`src/rtl/melody_sequencer_if.sv`:
```
// rtl/melody_sequencer_if.sv - pattern table write port for melody_sequencer
interface melody_sequencer_if;
   logic       wr_en;
   logic [3:0] wr_addr;
   logic [7:0] wr_data;
   logic       wr_ready;

   modport master (output wr_en, wr_addr, wr_data, input wr_ready);
   modport slave  (input wr_en, wr_addr, wr_data, output wr_ready);
endinterface

```
`src/rtl/melody_sequencer.sv`:
```
// rtl/melody_sequencer.sv - 16-step note sequencer driving music feature enables
// Entry: [7:6] mode (00 base, 01 oct down, 10 oct up, 11 end), [5] tremolo, [4] led, [3:0] len.
module melody_sequencer #(
   parameter int BEAT_DIV   = 12000,
   parameter int GAP_CYCLES = 2
) (
   input  logic               clk,
   input  logic               rst,
   input  logic               start_i,
   input  logic               stop_i,
   input  logic               loop_i,
   melody_sequencer_if.slave  wr,
   output logic               tone_gate_o,
   output logic               octave_dena_o,
   output logic               octave_uena_o,
   output logic               tremolo_ena_o,
   output logic               led_ena_o,
   output logic [3:0]         step_idx_o,
   output logic               busy_o,
   output logic               done_o
);
   localparam int PW = (BEAT_DIV > 1) ? $clog2(BEAT_DIV) : 1;
   localparam int GW = (GAP_CYCLES > 1) ? $clog2(GAP_CYCLES) : 1;
   localparam logic [PW-1:0] PRESC_LAST = PW'(BEAT_DIV - 1);
   localparam logic [GW-1:0] GAP_LAST   = GW'((GAP_CYCLES > 0) ? GAP_CYCLES - 1 : 0);
   localparam logic [1:0] MODE_DOWN = 2'b01;
   localparam logic [1:0] MODE_UP   = 2'b10;
   localparam logic [1:0] MODE_END  = 2'b11;

   typedef enum logic [1:0] {IDLE, PLAY, GAP} state_t;

   state_t        state_q, state_d;
   logic [7:0]    table_q [16];
   logic [3:0]    idx_q, idx_d;
   logic [PW-1:0] presc_q, presc_d;
   logic [3:0]    beat_q, beat_d;
   logic [GW-1:0] gap_q, gap_d;
   logic          gate_q, gate_d, dena_q, dena_d, uena_q, uena_d;
   logic          trem_q, trem_d, led_q, led_d, done_q, done_d;

   logic [3:0] cur_len, next_idx, load_idx;
   logic [1:0] load_mode;
   logic       load_trem, load_led;
   logic       note_end, gap_end, advance, has_next, start_ok, entry0_end, load;

   // Sequencing decisions are resolved here so the next-state block never feeds itself.
   assign cur_len    = table_q[idx_q][3:0];
   assign next_idx   = idx_q + 4'd1;
   assign entry0_end = (table_q[0][7:6] == MODE_END);
   assign note_end   = (state_q == PLAY) && (presc_q == PRESC_LAST) && (beat_q == cur_len);
   assign gap_end    = (state_q == GAP) && (gap_q == GAP_LAST);
   assign advance    = (note_end && (GAP_CYCLES == 0)) || gap_end;
   assign has_next   = (idx_q != 4'd15) && (table_q[next_idx][7:6] != MODE_END);
   assign start_ok   = (state_q == IDLE) && start_i && !stop_i;
   assign load_idx   = (advance && has_next) ? next_idx : 4'd0;
   assign load       = (start_ok && !entry0_end) || (advance && (has_next || loop_i));
   assign load_mode  = table_q[load_idx][7:6];
   assign load_trem  = table_q[load_idx][5];
   assign load_led   = table_q[load_idx][4];

   always_comb begin
      state_d = state_q;
      idx_d   = idx_q;
      presc_d = presc_q;
      beat_d  = beat_q;
      gap_d   = gap_q;
      gate_d  = gate_q;
      dena_d  = dena_q;
      uena_d  = uena_q;
      trem_d  = trem_q;
      led_d   = led_q;
      done_d  = 1'b0;

      case (state_q)
         IDLE: begin
            if (start_ok && entry0_end) done_d = 1'b1;
         end
         PLAY: begin
            if (presc_q == PRESC_LAST) begin
               presc_d = '0;
               if (beat_q == cur_len) begin
                  beat_d = 4'd0;
                  if (GAP_CYCLES != 0) begin
                     state_d = GAP;
                     gap_d   = '0;
                     gate_d  = 1'b0;
                     dena_d  = 1'b0;
                     uena_d  = 1'b0;
                     trem_d  = 1'b0;
                     led_d   = 1'b0;
                  end
               end else begin
                  beat_d = beat_q + 4'd1;
               end
            end else begin
               presc_d = presc_q + 1'b1;
            end
         end
         GAP: gap_d = gap_q + 1'b1;
         default: state_d = IDLE;
      endcase

      if (advance && !load) begin
         state_d = IDLE;
         idx_d   = 4'd0;
         gate_d  = 1'b0;
         dena_d  = 1'b0;
         uena_d  = 1'b0;
         trem_d  = 1'b0;
         led_d   = 1'b0;
         done_d  = 1'b1;
      end

      if (load) begin
         state_d = PLAY;
         idx_d   = load_idx;
         presc_d = '0;
         beat_d  = 4'd0;
         gap_d   = '0;
         gate_d  = 1'b1;
         dena_d  = (load_mode == MODE_DOWN);
         uena_d  = (load_mode == MODE_UP);
         trem_d  = load_trem;
         led_d   = load_led;
      end

      if (stop_i) begin
         state_d = IDLE;
         idx_d   = 4'd0;
         presc_d = '0;
         beat_d  = 4'd0;
         gap_d   = '0;
         gate_d  = 1'b0;
         dena_d  = 1'b0;
         uena_d  = 1'b0;
         trem_d  = 1'b0;
         led_d   = 1'b0;
         done_d  = 1'b0;
      end
   end

   always_ff @(posedge clk) begin
      if (rst) begin
         state_q <= IDLE;
         idx_q   <= 4'd0;
         presc_q <= '0;
         beat_q  <= 4'd0;
         gap_q   <= '0;
         gate_q  <= 1'b0;
         dena_q  <= 1'b0;
         uena_q  <= 1'b0;
         trem_q  <= 1'b0;
         led_q   <= 1'b0;
         done_q  <= 1'b0;
      end else begin
         state_q <= state_d;
         idx_q   <= idx_d;
         presc_q <= presc_d;
         beat_q  <= beat_d;
         gap_q   <= gap_d;
         gate_q  <= gate_d;
         dena_q  <= dena_d;
         uena_q  <= uena_d;
         trem_q  <= trem_d;
         led_q   <= led_d;
         done_q  <= done_d;
      end
   end

   always_ff @(posedge clk) begin
      if (rst) begin
         for (int i = 0; i < 16; i++) table_q[i] <= {MODE_END, 6'd0};
      end else if (wr.wr_en && (state_q == IDLE)) begin
         table_q[wr.wr_addr] <= wr.wr_data;
      end
   end

   assign wr.wr_ready    = (state_q == IDLE);
   assign busy_o         = (state_q != IDLE);
   assign tone_gate_o    = gate_q;
   assign octave_dena_o  = dena_q;
   assign octave_uena_o  = uena_q;
   assign tremolo_ena_o  = trem_q;
   assign led_ena_o      = led_q;
   assign step_idx_o     = idx_q;
   assign done_o         = done_q;
endmodule

```
`src/flat_wrapper.sv`:
```
// flat-port wrapper written by rule: the top's interface ports become plain ports
module melody_sequencer_flat 
#(
   parameter int BEAT_DIV   = 12000,
   parameter int GAP_CYCLES = 2
)
  (clk, rst, start_i, stop_i, loop_i, tone_gate_o, octave_dena_o, octave_uena_o, tremolo_ena_o, led_ena_o, step_idx_o, busy_o, done_o, wr_wr_en, wr_wr_addr, wr_wr_data, wr_wr_ready);
  melody_sequencer_if wr_i ();
  input  logic clk;
  input  logic rst;
  input  logic start_i;
  input  logic stop_i;
  input  logic loop_i;
  output logic tone_gate_o;
  output logic octave_dena_o;
  output logic octave_uena_o;
  output logic tremolo_ena_o;
  output logic led_ena_o;
  output logic [3:0] step_idx_o;
  output logic busy_o;
  output logic done_o;
  input wire logic [$bits(wr_i.wr_en)-1:0] wr_wr_en;
  input wire logic [$bits(wr_i.wr_addr)-1:0] wr_wr_addr;
  input wire logic [$bits(wr_i.wr_data)-1:0] wr_wr_data;
  output wire logic [$bits(wr_i.wr_ready)-1:0] wr_wr_ready;
  assign wr_i.wr_en = wr_wr_en;
  assign wr_i.wr_addr = wr_wr_addr;
  assign wr_i.wr_data = wr_wr_data;
  assign wr_wr_ready = wr_i.wr_ready;
  melody_sequencer #(.BEAT_DIV(BEAT_DIV), .GAP_CYCLES(GAP_CYCLES)) u_core (.clk(clk), .rst(rst), .start_i(start_i), .stop_i(stop_i), .loop_i(loop_i), .wr(wr_i), .tone_gate_o(tone_gate_o), .octave_dena_o(octave_dena_o), .octave_uena_o(octave_uena_o), .tremolo_ena_o(tremolo_ena_o), .led_ena_o(led_ena_o), .step_idx_o(step_idx_o), .busy_o(busy_o), .done_o(done_o));
endmodule
```
`config.mk`:
```
export PLATFORM = sky130hd
export DESIGN_NAME = melody_sequencer_flat
export DESIGN_NICKNAME = d
export VERILOG_FILES = /design/src/rtl/melody_sequencer_if.sv /design/src/rtl/melody_sequencer.sv /design/src/flat_wrapper.sv
export SDC_FILE = /design/constraint.sdc
export NUM_CORES = 1
export LEC_CHECK = 0
export BUFFER_PORTS_ARGS = -buffer_cell sky130_fd_sc_hd__buf_2
export CORE_UTILIZATION = 56
export DETAILED_ROUTE_END_ITERATION = 6
export PLACE_DENSITY = 0.78
export SYNTH_ARGS = -nofsm -noshare
export SYNTH_HDL_FRONTEND = slang
export SYNTH_SLANG_ARGS = --single-unit
```
`constraint.sdc`:
```
create_clock -name clk -period 6.9 [get_ports clk]
set_input_delay 1.035 -clock clk [delete_from_list [all_inputs] [get_ports clk]]
set_output_delay 1.035 -clock clk [all_outputs]
set_load 0.03 [all_outputs]
```
==> results.json <==
{
  "grt_max_degree": 36,
  "worstPathCellList": "ha_1, buf_4, clkinv_1, a2111oi_2, a2111oi_1, or2_1, nor3_1, o311ai_0, a41oi_2",
  "drv_cap": 0,
  "syn_area_per_cell_um2": 12.3,
  "syn2layout_area_growth_pct": 11.0,
  "max-vdd-ir-drop_uv": 193,
  "syn_inst": 646,
  "fmax_mhz": 257,
  "hp-class": "flip-flop to flip-flop",
  "die_w_um": 121,
  "synthesis.area_um2": 7950,
  "fin_cells": 861,
  "synth.distinct_cells": 64,
  "place_congestion": 0.886,
  "critPathMaxFanout": 19,
  "yosysSeqAreaShare": 0.572,
  "final_common_cell": "edfxtp_1",
  "cts_resized": 0,
  "fin_crit_ns": 3.90,
  "routed_via_density": 6.20,
  "synth_fp_nets": 670,
  "hold_violations": 0,
  "p_total_mw": 2.21,
  "drt-pass1-iter-count": 5,
  "grt_use_met2": 0.465,
  "worst_clock_skew_ns": 0.0106,
  "cts_max_path_buffers": 2,
  "busiest_layer": "met2",
  "layout-drive-gt1-share": 0.173,
  "die_y_um": 121,
  "grt.met1_usage": 0.371,
  "nets": 692,
  "grt_pass1_wl_mm": 30.1,
  "num_rows": 43,
  "critPathLaunchType": "flip-flop",
  "ioPinCount": 30,
  "drc": 0,
  "max_stage_delay_ns": 0.66,
  "dpl.hpwl_mm": 13.6,
  "final_area_um2": 8820,
  "initial_core_util": 0.573,
  "core-area_um2": 13900,
  "grtUsageTotal": 0.286,
  "synth_edf_count": 128,
  "synthArstFlopShare": 0,
  "finalCritPeriodShare": 0.565,
  "wl_per_cell_um": 22.4,
  "port_buffers": 29,
  "insertion_delay_ns": 0.43,
  "ys_seq_elements": 163,
  "tritoncts": "done",
  "fillers": 1043,
  "grt_pass1_vias": 5368,
  "cts_sinks": 163,
  "dpl_cell_area_um2": 8200,
  "vias": 5335,
  "clk_pin_slew_ns": 0.06,
  "cp.arrival_ns": 4.25,
  "post_cts_buffers": 0,
  "drtIter0Drc": 520,
  "leakage_nw": 2.92,
  "ant_nets": 0,
  "synth_warnings": 0,
  "rsz0062_at_grt": "no",
  "layout_common_cells": "edfxtp_1 (128), and2_1 (98), nor2_1 (49)",
  "numCtsBuffers": 17,
  "slew_headroom": 0.450,
  "wirelength_mm": 19.3,
  "fin_util": 0.635,
  "antenna_cells": 0,
  "antenna_found_initial": 0,
  "dieArea_um2": 14700,
  "setup_ws_ns": 3.00,
  "hold_buffers": 0,
  "worstMarginPinSlew_ns": 0.825,
  "fin_tns_setup_ns": 0,
  "p_per_area_nw_per_um2": 251,
  "crit_path_top_delay_cell": "ha_1",
  "final-setup-viol-count": 0,
  "root_buffer": "clkbuf_16",
  "drv_slew": 0,
  "h-tree-depth": 4,
  "synth_ff_type": "edfxtp_1",
  "post-place-ws_ns": 3.07,
  "use_met3": 0.0606,
  "place_inst": 829,
  "worstSetupPathType": "flip-flop to flip-flop",
  "status": "completed",
  "overflow": 0,
  "end_kind": "flip-flop",
  "critPathRequiredTime_ns": 7.26,
  "whs_ns": 0.452
}
-- power breakdown --
group | switching [mW] | internal [mW] | leakage, nW
Combinational | 0.0721 | 0.0353 | 1.10
Clock | 0.379 | 0.604 | 0.297
Sequential | 0.0180 | 1.10 | 1.52
-- state kept, by name (all words and copies together), names as in the netlist, named ones only --
name	flops
u_core.beat_q	4
u_core.done_o	1
u_core.gap_q	1
u_core.led_ena_o	1
u_core.octave_dena_o	1
u_core.octave_uena_o	1
u_core.presc_q	14
u_core.state_q	2
u_core.step_idx_o	4
u_core.table_q	128
u_core.tone_gate_o	1
u_core.tremolo_ena_o	1
-- cell usage after synthesis (4+ instances only) --
master | count | area [um^2]
edfxtp_1 | 128 | 3840
and2_1 | 98 | 613
nor2_1 | 49 | 184
nand2_1 | 36 | 135
dfxtp_1 | 35 | 701
mux2i_1 | 26 | 260
or3_1 | 26 | 163
a21oi_1 | 22 | 110
mux4_2 | 22 | 495
or2_2 | 17 | 106
clkbuf_1 | 16 | 60.1
nand2b_1 | 13 | 81.3
xnor2_1 | 13 | 114
nor3_1 | 10 | 50.1
o21ai_0 | 9 | 45.0
xor2_1 | 9 | 78.8
nand3_1 | 8 | 40.0
buf_2 | 7 | 35.0
ha_1 | 6 | 75.1
nand4_1 | 6 | 37.5
o211ai_1 | 6 | 45.0
inv_1 | 5 | 18.8
mux2_2 | 5 | 56.3
a211oi_1 | 4 | 30.0
buf_1 | 4 | 15.0
nor2b_1 | 4 | 25.0
o311ai_0 | 4 | 35.0
o31ai_1 | 4 | 30.0
-- cells by family (layout without fill, tap and decap cells) --
kind of cell / Yosys count / count (layout) / synth area share
mux: 53 / 53 / 0.102
compound gates: 73 / 73 / 0.0641
xor+xnor: 23 / 23 / 0.0263
buf+inv: 38 / 73 / 0.0224
fa+ha+maj: 6 / 6 / 0.00945
simple gates: 290 / 290 / 0.204
flops: 163 / 163 / 0.572
-- area by class of cell --
cell class	instances	area, um^2	area share
sequential	163	4540	0.515
clock buffer	18	429	0.0487
multi-input combinational	445	3230	0.366
clock inverter	14	186	0.0211
tap	180	225	0.0255
timing repair buffer	34	183	0.0207
inverter	7	26.3	0.00298
-- worst max-delay path: cells and delay by family (launching register included) --
kind / cells / cell delay, ns
buf+inv: 2 / 0.72
simple gates: 2 / 1.00
fa+ha+maj: 1 / 0.66
compound gates: 4 / 1.11
flops: 1 / 0.35
-- path summary, 6_finish.rpt --
path | cells after the start | slack [ns] | end | start
max | 9 | 3.00 | u_core.tremolo_ena_o | u_core.step_idx_o[1]
min | 2 | 0.45 | u_core.octave_dena_o | u_core.octave_dena_o
max reg2reg | 9 | 3.00 | u_core.tremolo_ena_o | u_core.step_idx_o[1]
min reg2reg | 2 | 0.45 | u_core.octave_dena_o | u_core.octave_dena_o
-- metal layers --
layer | vias to the layer above | share of wire
met5 | - | 0
met4 | 0 | 0.031
met3 | 38 | 0.076
met2 | 278 | 0.50
met1 | 2612 | 0.40
li1 | 2407 | -
(Power assumes the default switching activity.)
